`src/rtl/cpu_pkg.sv`:
```
// Shared definitions for the MEM stage slice: FSM state encoding and the
// common widths used by the stage, its memory bus and the stack pointer.
package cpu_pkg;

    typedef enum logic {
        IDLE = 1'b0,
        BUSY = 1'b1
    } state_t;

    localparam int STACK_STEP = 4;
    localparam int WORD_W     = 32;
    localparam int REG_W      = 5;

endpackage

```
`src/rtl/mem_stage_if.sv`:
```
// Data-memory request/acknowledge bus between the MEM stage and memory.
//   master : the MEM stage (drives mem_req, mem_we, mem_addr, mem_wdata)
//   slave  : the data memory (drives mem_rdata, mem_ack)
interface mem_stage_if;
    import cpu_pkg::*;

    logic              mem_req;
    logic              mem_we;
    logic [WORD_W-1:0] mem_addr;
    logic [WORD_W-1:0] mem_wdata;
    logic [WORD_W-1:0] mem_rdata;
    logic              mem_ack;

    modport master (
        output mem_req, mem_we, mem_addr, mem_wdata,
        input  mem_rdata, mem_ack
    );

    modport slave (
        input  mem_req, mem_we, mem_addr, mem_wdata,
        output mem_rdata, mem_ack
    );

endinterface

```
`src/rtl/mem_stage_ret_stack_ptr.sv`:
```
// Hardware call/return stack pointer. The stack grows downward from
// STACK_TOP in STACK_STEP-byte words and holds at most STACK_DEPTH entries.
//   clk, rst  : clock, synchronous active-high reset
//   push, pop : commit a completed call / ret (ignored when full / empty)
//   pushAddr  : address a call writes to (SP - 4)
//   popAddr   : address a ret reads from (SP)
//   full      : depth == STACK_DEPTH
//   empty     : depth == 0
module ret_stack_ptr
    import cpu_pkg::*;
#(
    parameter logic [WORD_W-1:0] STACK_TOP   = 32'h0000_FFFC,
    parameter int                STACK_DEPTH = 64
) (
    input  logic              clk,
    input  logic              rst,
    input  logic              push,
    input  logic              pop,
    output logic [WORD_W-1:0] pushAddr,
    output logic [WORD_W-1:0] popAddr,
    output logic              full,
    output logic              empty
);

    localparam int DEPTH_W = $clog2(STACK_DEPTH + 1);

    logic [WORD_W-1:0]  sp;
    logic [DEPTH_W-1:0] depth;

    assign pushAddr = sp - WORD_W'(STACK_STEP);
    assign popAddr  = sp;
    assign full     = (depth == DEPTH_W'(STACK_DEPTH));
    assign empty    = (depth == DEPTH_W'(0));

    // Stack pointer and live-entry count; push and pop never coincide.
    always_ff @(posedge clk) begin
        if (rst) begin
            sp    <= STACK_TOP;
            depth <= '0;
        end else if (push && !full) begin
            sp    <= sp - WORD_W'(STACK_STEP);
            depth <= depth + DEPTH_W'(1);
        end else if (pop && !empty) begin
            sp    <= sp + WORD_W'(STACK_STEP);
            depth <= depth - DEPTH_W'(1);
        end
    end

endmodule

```
`src/rtl/mem_stage.sv`:
```
// MEM pipeline stage. Takes the EX/MEM fields, runs at most one data-memory
// access over memBus, maintains the call/return stack pointer and registers
// results into MEM/WB.
//   clk, rst            : clock, synchronous active-high reset
//   *_in                : EX/MEM control and data fields
//   memBus (master)     : data-memory request/ack bus
//   stall_out           : hold EX/MEM and earlier stages
//   RegWrite_out, MemToReg_out, DestReg_out, mem_data_out, alu_data_out : MEM/WB
//   ret_valid, ret_addr : one-cycle pulse carrying a popped return address
//   err_ovf, err_unf, err_tmo : sticky stack overflow / underflow / timeout
module mem_stage
    import cpu_pkg::*;
#(
    parameter logic [WORD_W-1:0] STACK_TOP   = 32'h0000_FFFC,
    parameter int                STACK_DEPTH = 64,
    parameter int                TIMEOUT     = 255
) (
    input  logic              clk,
    input  logic              rst,
    input  logic              RegWrite_in,
    input  logic              MemWrite_in,
    input  logic              MemRead_in,
    input  logic              MemToReg_in,
    input  logic              MemSrc_in,
    input  logic              call_in,
    input  logic              ret_in,
    input  logic [REG_W-1:0]  DestReg_in,
    input  logic [WORD_W-1:0] ALU_addr_in,
    input  logic [WORD_W-1:0] NON_ALU_addr_in,
    input  logic [WORD_W-1:0] MemWrite_data_in,
    mem_stage_if.master       memBus,
    output logic              stall_out,
    output logic              RegWrite_out,
    output logic              MemToReg_out,
    output logic [REG_W-1:0]  DestReg_out,
    output logic [WORD_W-1:0] mem_data_out,
    output logic [WORD_W-1:0] alu_data_out,
    output logic              ret_valid,
    output logic [WORD_W-1:0] ret_addr,
    output logic              err_ovf,
    output logic              err_unf,
    output logic              err_tmo
);

    localparam int TMO_W = $clog2(TIMEOUT + 1);

    state_t            state, nextState;
    logic              isCall, isRet, isStore, isLoad;
    logic              ovfReq, unfReq, startAccess;
    logic              reqWe;
    logic [WORD_W-1:0] reqAddr, reqWdata;
    logic              ackHit, tmoHit;
    logic [TMO_W-1:0]  tmoCnt;
    logic [WORD_W-1:0] pushAddr, popAddr;
    logic              stackFull, stackEmpty;

    // Request latched at IDLE->BUSY so the bus stays stable even if upstream moves.
    logic              latWe, latCall, latRet, latRegWrite, latMemToReg;
    logic [REG_W-1:0]  latDestReg;
    logic [WORD_W-1:0] latAddr, latWdata, latAluAddr;

    ret_stack_ptr #(
        .STACK_TOP   (STACK_TOP),
        .STACK_DEPTH (STACK_DEPTH)
    ) u_retStackPtr (
        .clk      (clk),
        .rst      (rst),
        .push     (ackHit & latCall),
        .pop      (ackHit & latRet),
        .pushAddr (pushAddr),
        .popAddr  (popAddr),
        .full     (stackFull),
        .empty    (stackEmpty)
    );

    assign memBus.mem_req   = (state == BUSY);
    assign memBus.mem_we    = (state == BUSY) & latWe;
    assign memBus.mem_addr  = (state == BUSY) ? latAddr  : '0;
    assign memBus.mem_wdata = (state == BUSY) ? latWdata : '0;

    // Prioritise call > ret > store > load; a blocked call/ret is not an access.
    always_comb begin
        isCall      = call_in;
        isRet       = ret_in & ~call_in;
        isStore     = MemWrite_in & ~call_in & ~ret_in;
        isLoad      = MemRead_in & ~MemWrite_in & ~call_in & ~ret_in;
        ovfReq      = isCall & stackFull;
        unfReq      = isRet & stackEmpty;
        startAccess = (isCall & ~stackFull) | (isRet & ~stackEmpty) | isStore | isLoad;
        reqWe       = isCall | isStore;
        reqWdata    = reqWe ? MemWrite_data_in : '0;
        reqAddr     = '0;
        if (isCall) begin
            reqAddr = pushAddr;
        end else if (isRet) begin
            reqAddr = popAddr;
        end else if (MemSrc_in) begin
            reqAddr = NON_ALU_addr_in;
        end else begin
            reqAddr = ALU_addr_in;
        end
    end

    // Next-state, stall and completion decode; ack beats a same-cycle timeout.
    always_comb begin
        nextState = state;
        stall_out = 1'b0;
        ackHit    = 1'b0;
        tmoHit    = 1'b0;
        case (state)
            IDLE: begin
                if (startAccess) begin
                    nextState = BUSY;
                    stall_out = 1'b1;
                end else begin
                    nextState = IDLE;
                    stall_out = 1'b0;
                end
            end
            BUSY: begin
                ackHit    = memBus.mem_ack;
                tmoHit    = ~memBus.mem_ack & (tmoCnt == TMO_W'(TIMEOUT - 1));
                stall_out = ~memBus.mem_ack;
                if (ackHit | tmoHit) begin
                    nextState = IDLE;
                end else begin
                    nextState = BUSY;
                end
            end
            default: begin
                nextState = IDLE;
                stall_out = 1'b0;
            end
        endcase
    end

    // FSM state register.
    always_ff @(posedge clk) begin
        if (rst) begin
            state <= IDLE;
        end else begin
            state <= nextState;
        end
    end

    // Capture the request and the fields bound for MEM/WB when an access starts.
    always_ff @(posedge clk) begin
        if (rst) begin
            latWe       <= 1'b0;
            latCall     <= 1'b0;
            latRet      <= 1'b0;
            latRegWrite <= 1'b0;
            latMemToReg <= 1'b0;
            latDestReg  <= '0;
            latAddr     <= '0;
            latWdata    <= '0;
            latAluAddr  <= '0;
        end else if (state == IDLE && startAccess) begin
            latWe       <= reqWe;
            latCall     <= isCall;
            latRet      <= isRet;
            latRegWrite <= RegWrite_in;
            latMemToReg <= MemToReg_in;
            latDestReg  <= DestReg_in;
            latAddr     <= reqAddr;
            latWdata    <= reqWdata;
            latAluAddr  <= ALU_addr_in;
        end
    end

    // BUSY cycles without ack; held at zero in IDLE so each access starts fresh.
    always_ff @(posedge clk) begin
        if (rst || state == IDLE) begin
            tmoCnt <= '0;
        end else if (!memBus.mem_ack) begin
            tmoCnt <= tmoCnt + TMO_W'(1);
        end
    end

    // MEM/WB register, return pulse and sticky errors; held while an access waits.
    always_ff @(posedge clk) begin
        if (rst) begin
            RegWrite_out <= 1'b0;
            MemToReg_out <= 1'b0;
            DestReg_out  <= '0;
            mem_data_out <= '0;
            alu_data_out <= '0;
            ret_valid    <= 1'b0;
            ret_addr     <= '0;
            err_ovf      <= 1'b0;
            err_unf      <= 1'b0;
            err_tmo      <= 1'b0;
        end else begin
            ret_valid <= 1'b0;
            case (state)
                IDLE: begin
                    if (!startAccess) begin
                        RegWrite_out <= RegWrite_in;
                        MemToReg_out <= MemToReg_in;
                        DestReg_out  <= DestReg_in;
                        mem_data_out <= '0;
                        alu_data_out <= ALU_addr_in;
                        if (ovfReq) err_ovf <= 1'b1;
                        if (unfReq) err_unf <= 1'b1;
                    end
                end
                BUSY: begin
                    if (ackHit) begin
                        RegWrite_out <= latRegWrite;
                        MemToReg_out <= latMemToReg;
                        DestReg_out  <= latDestReg;
                        mem_data_out <= memBus.mem_rdata;
                        alu_data_out <= latAluAddr;
                        if (latRet) begin
                            ret_valid <= 1'b1;
                            ret_addr  <= memBus.mem_rdata;
                        end
                    end else if (tmoHit) begin
                        RegWrite_out <= 1'b0;
                        MemToReg_out <= 1'b0;
                        DestReg_out  <= '0;
                        mem_data_out <= '0;
                        alu_data_out <= '0;
                        err_tmo      <= 1'b1;
                    end
                end
                default: begin
                    ret_valid <= 1'b0;
                end
            endcase
        end
    end

endmodule
```
`src/flat_wrapper.sv`:
```
// flat-port wrapper written by rule: the top's interface ports become plain ports
module mem_stage_flat import cpu_pkg::*;
#(
    parameter logic [WORD_W-1:0] STACK_TOP   = 32'h0000_FFFC,
    parameter int                STACK_DEPTH = 64,
    parameter int                TIMEOUT     = 255
)
  (clk, rst, RegWrite_in, MemWrite_in, MemRead_in, MemToReg_in, MemSrc_in, call_in, ret_in, DestReg_in, ALU_addr_in, NON_ALU_addr_in, MemWrite_data_in, stall_out, RegWrite_out, MemToReg_out, DestReg_out, mem_data_out, alu_data_out, ret_valid, ret_addr, err_ovf, err_unf, err_tmo, memBus_mem_req, memBus_mem_we, memBus_mem_addr, memBus_mem_wdata, memBus_mem_rdata, memBus_mem_ack);
  mem_stage_if memBus_i ();
  input  logic clk;
  input  logic rst;
  input  logic RegWrite_in;
  input  logic MemWrite_in;
  input  logic MemRead_in;
  input  logic MemToReg_in;
  input  logic MemSrc_in;
  input  logic call_in;
  input  logic ret_in;
  input  logic [REG_W-1:0] DestReg_in;
  input  logic [WORD_W-1:0] ALU_addr_in;
  input  logic [WORD_W-1:0] NON_ALU_addr_in;
  input  logic [WORD_W-1:0] MemWrite_data_in;
  output logic stall_out;
  output logic RegWrite_out;
  output logic MemToReg_out;
  output logic [REG_W-1:0] DestReg_out;
  output logic [WORD_W-1:0] mem_data_out;
  output logic [WORD_W-1:0] alu_data_out;
  output logic ret_valid;
  output logic [WORD_W-1:0] ret_addr;
  output logic err_ovf;
  output logic err_unf;
  output logic err_tmo;
  output wire logic [$bits(memBus_i.mem_req)-1:0] memBus_mem_req;
  output wire logic [$bits(memBus_i.mem_we)-1:0] memBus_mem_we;
  output wire logic [$bits(memBus_i.mem_addr)-1:0] memBus_mem_addr;
  output wire logic [$bits(memBus_i.mem_wdata)-1:0] memBus_mem_wdata;
  input wire logic [$bits(memBus_i.mem_rdata)-1:0] memBus_mem_rdata;
  input wire logic [$bits(memBus_i.mem_ack)-1:0] memBus_mem_ack;
  assign memBus_mem_req = memBus_i.mem_req;
  assign memBus_mem_we = memBus_i.mem_we;
  assign memBus_mem_addr = memBus_i.mem_addr;
  assign memBus_mem_wdata = memBus_i.mem_wdata;
  assign memBus_i.mem_rdata = memBus_mem_rdata;
  assign memBus_i.mem_ack = memBus_mem_ack;
  mem_stage #(.STACK_TOP(STACK_TOP), .STACK_DEPTH(STACK_DEPTH), .TIMEOUT(TIMEOUT)) u_core (.clk(clk), .rst(rst), .RegWrite_in(RegWrite_in), .MemWrite_in(MemWrite_in), .MemRead_in(MemRead_in), .MemToReg_in(MemToReg_in), .MemSrc_in(MemSrc_in), .call_in(call_in), .ret_in(ret_in), .DestReg_in(DestReg_in), .ALU_addr_in(ALU_addr_in), .NON_ALU_addr_in(NON_ALU_addr_in), .MemWrite_data_in(MemWrite_data_in), .memBus(memBus_i), .stall_out(stall_out), .RegWrite_out(RegWrite_out), .MemToReg_out(MemToReg_out), .DestReg_out(DestReg_out), .mem_data_out(mem_data_out), .alu_data_out(alu_data_out), .ret_valid(ret_valid), .ret_addr(ret_addr), .err_ovf(err_ovf), .err_unf(err_unf), .err_tmo(err_tmo));
endmodule
```
`config.mk`:
```
export PLATFORM = sky130hd
export DESIGN_NAME = mem_stage_flat
export DESIGN_NICKNAME = d
export VERILOG_FILES = /design/src/rtl/cpu_pkg.sv /design/src/rtl/mem_stage_if.sv /design/src/rtl/mem_stage_ret_stack_ptr.sv /design/src/rtl/mem_stage.sv /design/src/flat_wrapper.sv
export SDC_FILE = /design/constraint.sdc
export NUM_CORES = 1
export LEC_CHECK = 0
export ABC_AREA = 1
export BUFFER_PORTS_ARGS = -buffer_cell sky130_fd_sc_hd__buf_2
export CORE_UTILIZATION = 54
export DETAILED_ROUTE_END_ITERATION = 7
export HOLD_SLACK_MARGIN = 0.06
export PLACE_DENSITY = 0.8
export REMOVE_ABC_BUFFERS = 1
export SYNTH_ARGS = -nofsm -noshare
export SYNTH_HDL_FRONTEND = slang
export SYNTH_SLANG_ARGS = --single-unit
```
`constraint.sdc`:
```
create_clock -name clk -period 2.9 [get_ports clk]
set_input_delay 0.145 -clock clk [delete_from_list [all_inputs] [get_ports clk]]
set_output_delay 0.145 -clock clk [all_outputs]
set_load 0.02 [all_outputs]
```
# After elaboration in Yosys (flattened, before gate mapping)
# Index checks and enable logic that the tools add are counted.
[totals]
regBits = 261
out_inout_bits = 174
[classes]
mux = 35
addsub = 5
eq_ne = 4
n_bitwise = 28
reduce_logical = 14
[op_table]
columns = ["op", "count"]
rows = [
  ["32-bit two-way mux", 13],
  ["32-bit one-hot mux with 2 select lines", 2],
  ["32-bit by 3-bit adder with 32-bit output (second input constant)", 1],
  ["32-bit by 3-bit subtractor with 32-bit output (second input constant)", 1],
  ["5-bit two-way mux", 3],
  ["1-bit AND", 14],
  ["7-bit two-way mux", 2],
  ["3-bit AND reduction", 4],
  ["1-bit two-way mux", 10],
  ["5-bit one-hot mux with 2 select lines", 1],
  ["1-bit inverter", 9],
  ["8-bit by 1-bit adder with 8-bit output (second input constant)", 1],
  ["8-bit == test (second input constant)", 1],
  ["1-bit one-hot mux with 2 select lines", 4],
  ["7-bit by 1-bit adder with 7-bit output (second input constant)", 1],
  ["7-bit == test (second input constant)", 1],
  ["7-bit zero test", 1],
  ["7-bit by 1-bit subtractor with 7-bit output (second input constant)", 1],
  ["1-bit OR", 5],
  ["1-bit logical AND", 3],
  ["3-bit != test (second input constant)", 1],
  ["3-bit OR reduction", 1],
  ["1-bit zero test", 2],
  ["2-bit != test (second input constant)", 1],
  ["other kinds (3)", 3],
]

# Depth between registers and ports, before layout
[depth]
word_depth = 8
depth_mapped = 15

# Modules after synthesis
# A second synthesis with hierarchy kept.
[hier_totals]
cells_unflattened = 2380
hier_area_um2 = 14650.3
[by_module_without_submodules]
columns = ["mod", "instances", "area_per_inst_um2", "cells_each"]
rows = [
  ["mem_stage", 1, 11005.6, 1747],
  ["ret_stack_ptr", 1, 3644.7, 633],
]

# Worst setup path after synthesis
# Ideal clock, no wire load.
[synth_path]
path_type = "flip-flop to flip-flop"
from = "register u_core.state (netlist: u_core.memBus.mem_req)"
to = "register u_core.u_retStackPtr.depth[6]"
stages_incl_launch_ff = 11
t_arrival_ns = 2.358
path_buffers = 1
period_less_slack_ns = 2.473
slack_ns = 0.427
path_cell_list = "dfxtp_1 > nand2_2 > inv_2 > nand3_1 > clkbuf_1 > ha_1 > a21oi_1 > o211ai_1 > or2_1 > a21oi_1 > nor2_1"
[synth_between]
elab_chain_len = 4
elab_cells_between_ends = 7
classes_between = "mux (2); bitwise (2); reduce/logical (3)"
[synth_rtl]
columns = ["item", "line", "rtl"]
rows = [
  ["start, declared", "mem_stage.sv:47", "state_t state, nextState;"],
  ["start signal, assigned", "mem_stage.sv:142", "state <= nextState;"],
  ["1-bit two-way mux (*)", "mem_stage.sv:110", "case (state)"],
  ["1-bit AND (on tied branches)", "mem_stage.sv:68, mem_stage.sv:69", ""],
  ["1-bit logical AND (on tied branches)", "mem_stage_ret_stack_ptr.sv:40, mem_stage_ret_stack_ptr.sv:43", ""],
  ["7-bit two-way mux or 2-bit nonzero test (tied branches)", "-", ""],
  ["end signal, assigned", "mem_stage_ret_stack_ptr.sv:42", "depth <= depth + DEPTH_W'(1);"],
  ["end signal, assigned", "mem_stage_ret_stack_ptr.sv:45", "depth <= depth - DEPTH_W'(1);"],
  ["end, declared", "mem_stage_ret_stack_ptr.sv:28", "logic [DEPTH_W-1:0] depth;"],
]
# Mark *: on every way between the ends. The rest lies on a longest branch, timed or not.
# A chain may end at the register's enable or synchronous reset.

# Final worst setup path
[layout_path]
from = "register u_core.u_retStackPtr.depth[0]"
to = "register u_core.latWdata[4]"
[layout_between]
elab_chain_len = 7
elab_cells_between_ends = 10
classes_between = "eq/ne (1); bitwise (7); reduce/logical (2)"
[layout_rtl]
columns = ["item", "line", "rtl"]
rows = [
  ["7-bit == test or 7-bit zero test (tied branches)", "mem_stage_ret_stack_ptr.sv:32, mem_stage_ret_stack_ptr.sv:33", ""],
  ["1-bit inverter", "mem_stage.sv:89", "startAccess = (isCall & ~stackFull) | (isRet & ~stackEmpty) | isStore | isLoad;"],
  ["1-bit AND", "mem_stage.sv:89", ""],
  ["1-bit OR (*) (3 in series)", "mem_stage.sv:89", ""],
  ["1-bit logical AND (*)", "mem_stage.sv:158", "end else if (state == IDLE && startAccess) begin"],
  ["end signal, assigned", "mem_stage.sv:166", "latWdata <= reqWdata;"],
  ["end, declared", "mem_stage.sv:60", "logic [WORD_W-1:0] latAddr, latWdata, latAluAddr;"],
]
# Marks and branches as above.

==> results.yml <==
yosys:
  yosysTopAreaCellShare_pct: 39.2
  postSynthAreaPerCell_um2: 6.39
  yosys_warnings: 0
  ys_ff_latch: 259
  postSynthCellCount: 2070
  ys_top_cells_by_area: "dfxtp_1 (39%), nand2_1 (18%), nor2_1 (6.8%)"
  synth_seq_area_share_pct: 39.2
  yosysUniqueCellTypes: 40
  yosys.area.top_type: "dfxtp_1"
  synthesis.area_um2: 13200
drt:
  via_per_inst: 5.54
  ant_nets: 0
  route.met3.wl_mm: 4.20
  drt_wl_total_mm: 47.1
  dr.pass1.iters: 6
  wl_met1_mm: 18.3
  highest_layer: "met4"
  route.met2.wl_mm: 22.4
  drtIter0Drc: 1659
  drc_errors: 0
  vias: 15400
  routedWlPerCell_um: 17.0
final_layout:
  finalNetCount: 2588
  fillCellCount: 1909
  layoutNonFillerInstCount: 2779
  post-route-util_pct: 72.0
  multi_input_area_um2: 6600
  syn2layout_area_growth_pct: 29.3
  layout-drive-gt1-share_pct: 17.5
  seq_area_um2: 5190
cts:
  cts_tree: "done"
  cts_made_buffers: 28
  clkLatencyLatePin_ps: 560
  postCtsSetupBuffers: 0
  clockRootBuffer: "clkbuf_16"
  clkSinkCount: 259
  cts_resized: 0
  htreeDepth: 1
  cts.clk_slew.worst_paths_ps: 60
  clockBufferDepth: 3
worst_setup_path:
  slowest_stage: "dlygate4sd3_1"
  worst-setup-path-type: "reg -> reg"
  required_ps: 3390
  end_kind: "flop"
  crit_fanout: 27
  cp_slowest_stage_delay_ps: 550
  ff2ff_setup_slack_ps: 200
  cp-start-kind: "flop"
  crit_top_cell: "nand2_1"
  cp_cell_sequence: "inv_2 -> nand2_1 -> nor2_2 -> nand3_1 -> nand2_1 -> nand2_4 -> nand2_4 -> nor2_4 -> nand2_1 -> a21oi_1 -> dlygate4sd3_1"
  arrival_ps: 3190
floorplanning:
  die_area_um2: 25100
  dieWidth_um: 159
  rows: 56
  start_util_pct: 55.7
  die_height_um: 159
  ios: 317
  core_um2: 23800
placed_design:
  placed_cells_incl_taps: 2614
  dp_slack_ps: 481
  port_buffers: 316
  dp_hpwl_mm: 30.4
  gp_congestion: 0.995
sta:
  rsz0062_at_grt: "no"
  finalSetupViolCount: 0
  worst_slack_ps: 202
  tightest_slew_ps: 749
  fin_skew_ps: 17.9
  fin_crit_sh_pct: 93.0
  fin_tns_setup_ps: 0
  hold_viol_final: 0
  max_freq_mhz: 371
  slew_headroom_pct: 50.0
  period_minus_slack_ps: 2700
  drv_slew: 0
global_route:
  overflow: 0
  grt.total_usage_pct: 36.6
  grt_pass1_wl_mm: 72.9
  grt_start_max_net_pins: 117
  grt_pass1_vias: 14700
  antenna_found_initial: 2
hold_path:
  hold_class: "in -> reg"
power_and_ir_drop:
  finalPower_w: 0.00995
  p_per_area_nw_per_um2: 581
  peakVddDrop_mv: 0.517
  p_leak_nw: 8.76
status:
  status: "finished, final reports clean"
run:
  max-cap-violations: 0
repair_timing:
item,CTS,global route
endpoints found under the hold margin,195,0
hold buffers,109,0
setup endpoints to repair,0,1
registers in the layout (all words and copies together), names as in the netlist:
signal / count
u_core.alu_data_out: 32
u_core.latAddr: 32
u_core.latAluAddr: 32
u_core.latWdata: 32
u_core.mem_data_out: 32
u_core.ret_addr: 32
u_core.u_retStackPtr.popAddr: 30
u_core.tmoCnt: 8
u_core.u_retStackPtr.depth: 7
u_core.DestReg_out: 5
u_core.latDestReg: 5
u_core.MemToReg_out: 1
u_core.RegWrite_out: 1
u_core.err_ovf: 1
u_core.err_tmo: 1
u_core.err_unf: 1
u_core.latCall: 1
u_core.latMemToReg: 1
u_core.latRegWrite: 1
u_core.latRet: 1
u_core.latWe: 1
u_core.memBus.mem_req: 1
u_core.ret_valid: 1
path summary, 6_finish.rpt:
check | startpoint | to | depth (start not counted)
max reg2reg | u_core.u_retStackPtr.depth[0] | u_core.latWdata[4] | 11
min | NON_ALU_addr_in[7] | u_core.latAddr[7] | 7
max | u_core.u_retStackPtr.depth[0] | u_core.latWdata[4] | 11
min reg2reg | u_core.latAluAddr[4] | u_core.latAluAddr[4] | 2
metal layers:
| metal | vias up | GRT usage [%] |
|---|---|---|
| met5 | - | 0 |
| met4 | 0 | 18.3 |
| met3 | 182 | 7.24 |
| met2 | 840 | 62.2 |
| met1 | 7100 | 43.8 |
| li1 | 7283 | - |
cell families (layout without fill, tap and decap cells):
group	after synthesis	after routing	share of synthesized area, %
compound gates	390	390	16.0
xor+xnor	23	23	1.52
fa+ha+maj	10	10	1.00
buf+inv	366	752	11.1
flops	259	259	39.2
other cells	0	3	0
simple gates	1022	1023	31.2
area by class of cell:
type | count | share of cell area (%)
inverter | 243 | 5.35
timing repair buffer | 457 | 17.3
multi-input combinational | 1446 | 38.6
clock inverter | 18 | 1.57
sequential | 259 | 30.3
clock buffer | 34 | 4.46
tap | 319 | 2.33
antenna | 3 | 0.0439
placed cells by master (no fill, tap or decap), types with 16 or more instances in the layout:
| master | netlist | routed |
|---|---|---|
| a21oi_1 | 177 | 176 |
| buf_2 | 30 | 315 |
| buf_4 | 10 | 29 |
| clkbuf_16 | 0 | 28 |
| dfxtp_1 | 259 | 258 |
| dlygate4sd3_1 | 0 | 109 |
| inv_1 | 235 | 234 |
| nand2_1 | 617 | 617 |
| nand3_1 | 118 | 118 |
| nand4_1 | 17 | 17 |
| nor2_1 | 240 | 239 |
| o211ai_1 | 16 | 16 |
| o21ai_0 | 141 | 141 |
| o22ai_1 | 27 | 27 |
| xor2_1 | 18 | 18 |
metrics by stage:
stage / hold WS, ps / area [um^2]
floorplan: 214 / 12700
global placement: 349 / 15000
detailed placement: 355 / 15000
CTS: 65.1 / 17100
global route: 105 / 17100
finish: 65.1 / 17100
Yosys cell counts:
master	count
nand2_1	617
dfxtp_1	259
nor2_1	240
inv_1	235
a21oi_1	177
o21ai_0	141
nand3_1	118
clkbuf_1	71
buf_2	30
o22ai_1	27
xor2_1	18
nand4_1	17
o211ai_1	16
buf_4	10
buf_1	9
ha_1	9
nor3_1	9
inv_2	8
a22o_1	7
a22oi_1	7
o21ai_1	5
xnor2_1	5
nor2_4	4
and3_1	3
buf_6	3
nand2_2	3
nand2_4	3
nor2_2	3
o2111ai_1	3
a21oi_2	2
a31oi_1	2
fa_1	1
nand3b_1	1
nor3_2	1
nor3b_1	1
nor4_1	1
o21ai_2	1
o21bai_4	1
o221ai_1	1
or2_1	1
critical path, delay by kind of cell (launching register included):
| kind | cells | cell delay, ps |
|---|---|---|
| flip-flops | 1 | 500 |
| AO/OA/AOI/OAI | 1 | 150 |
| AND/OR/NAND/NOR | 8 | 1370 |
| buffers and inverters | 2 | 590 |
report_power, final:
group | switching (W) | internal, W | leakage [nW]
clock | 0.00156 | 0.00241 | 0.485
combinational | 0.00131 | 0.000685 | 6.15
sequential | 0.000158 | 0.00382 | 2.12
Power figures use the tool's default switching activity.
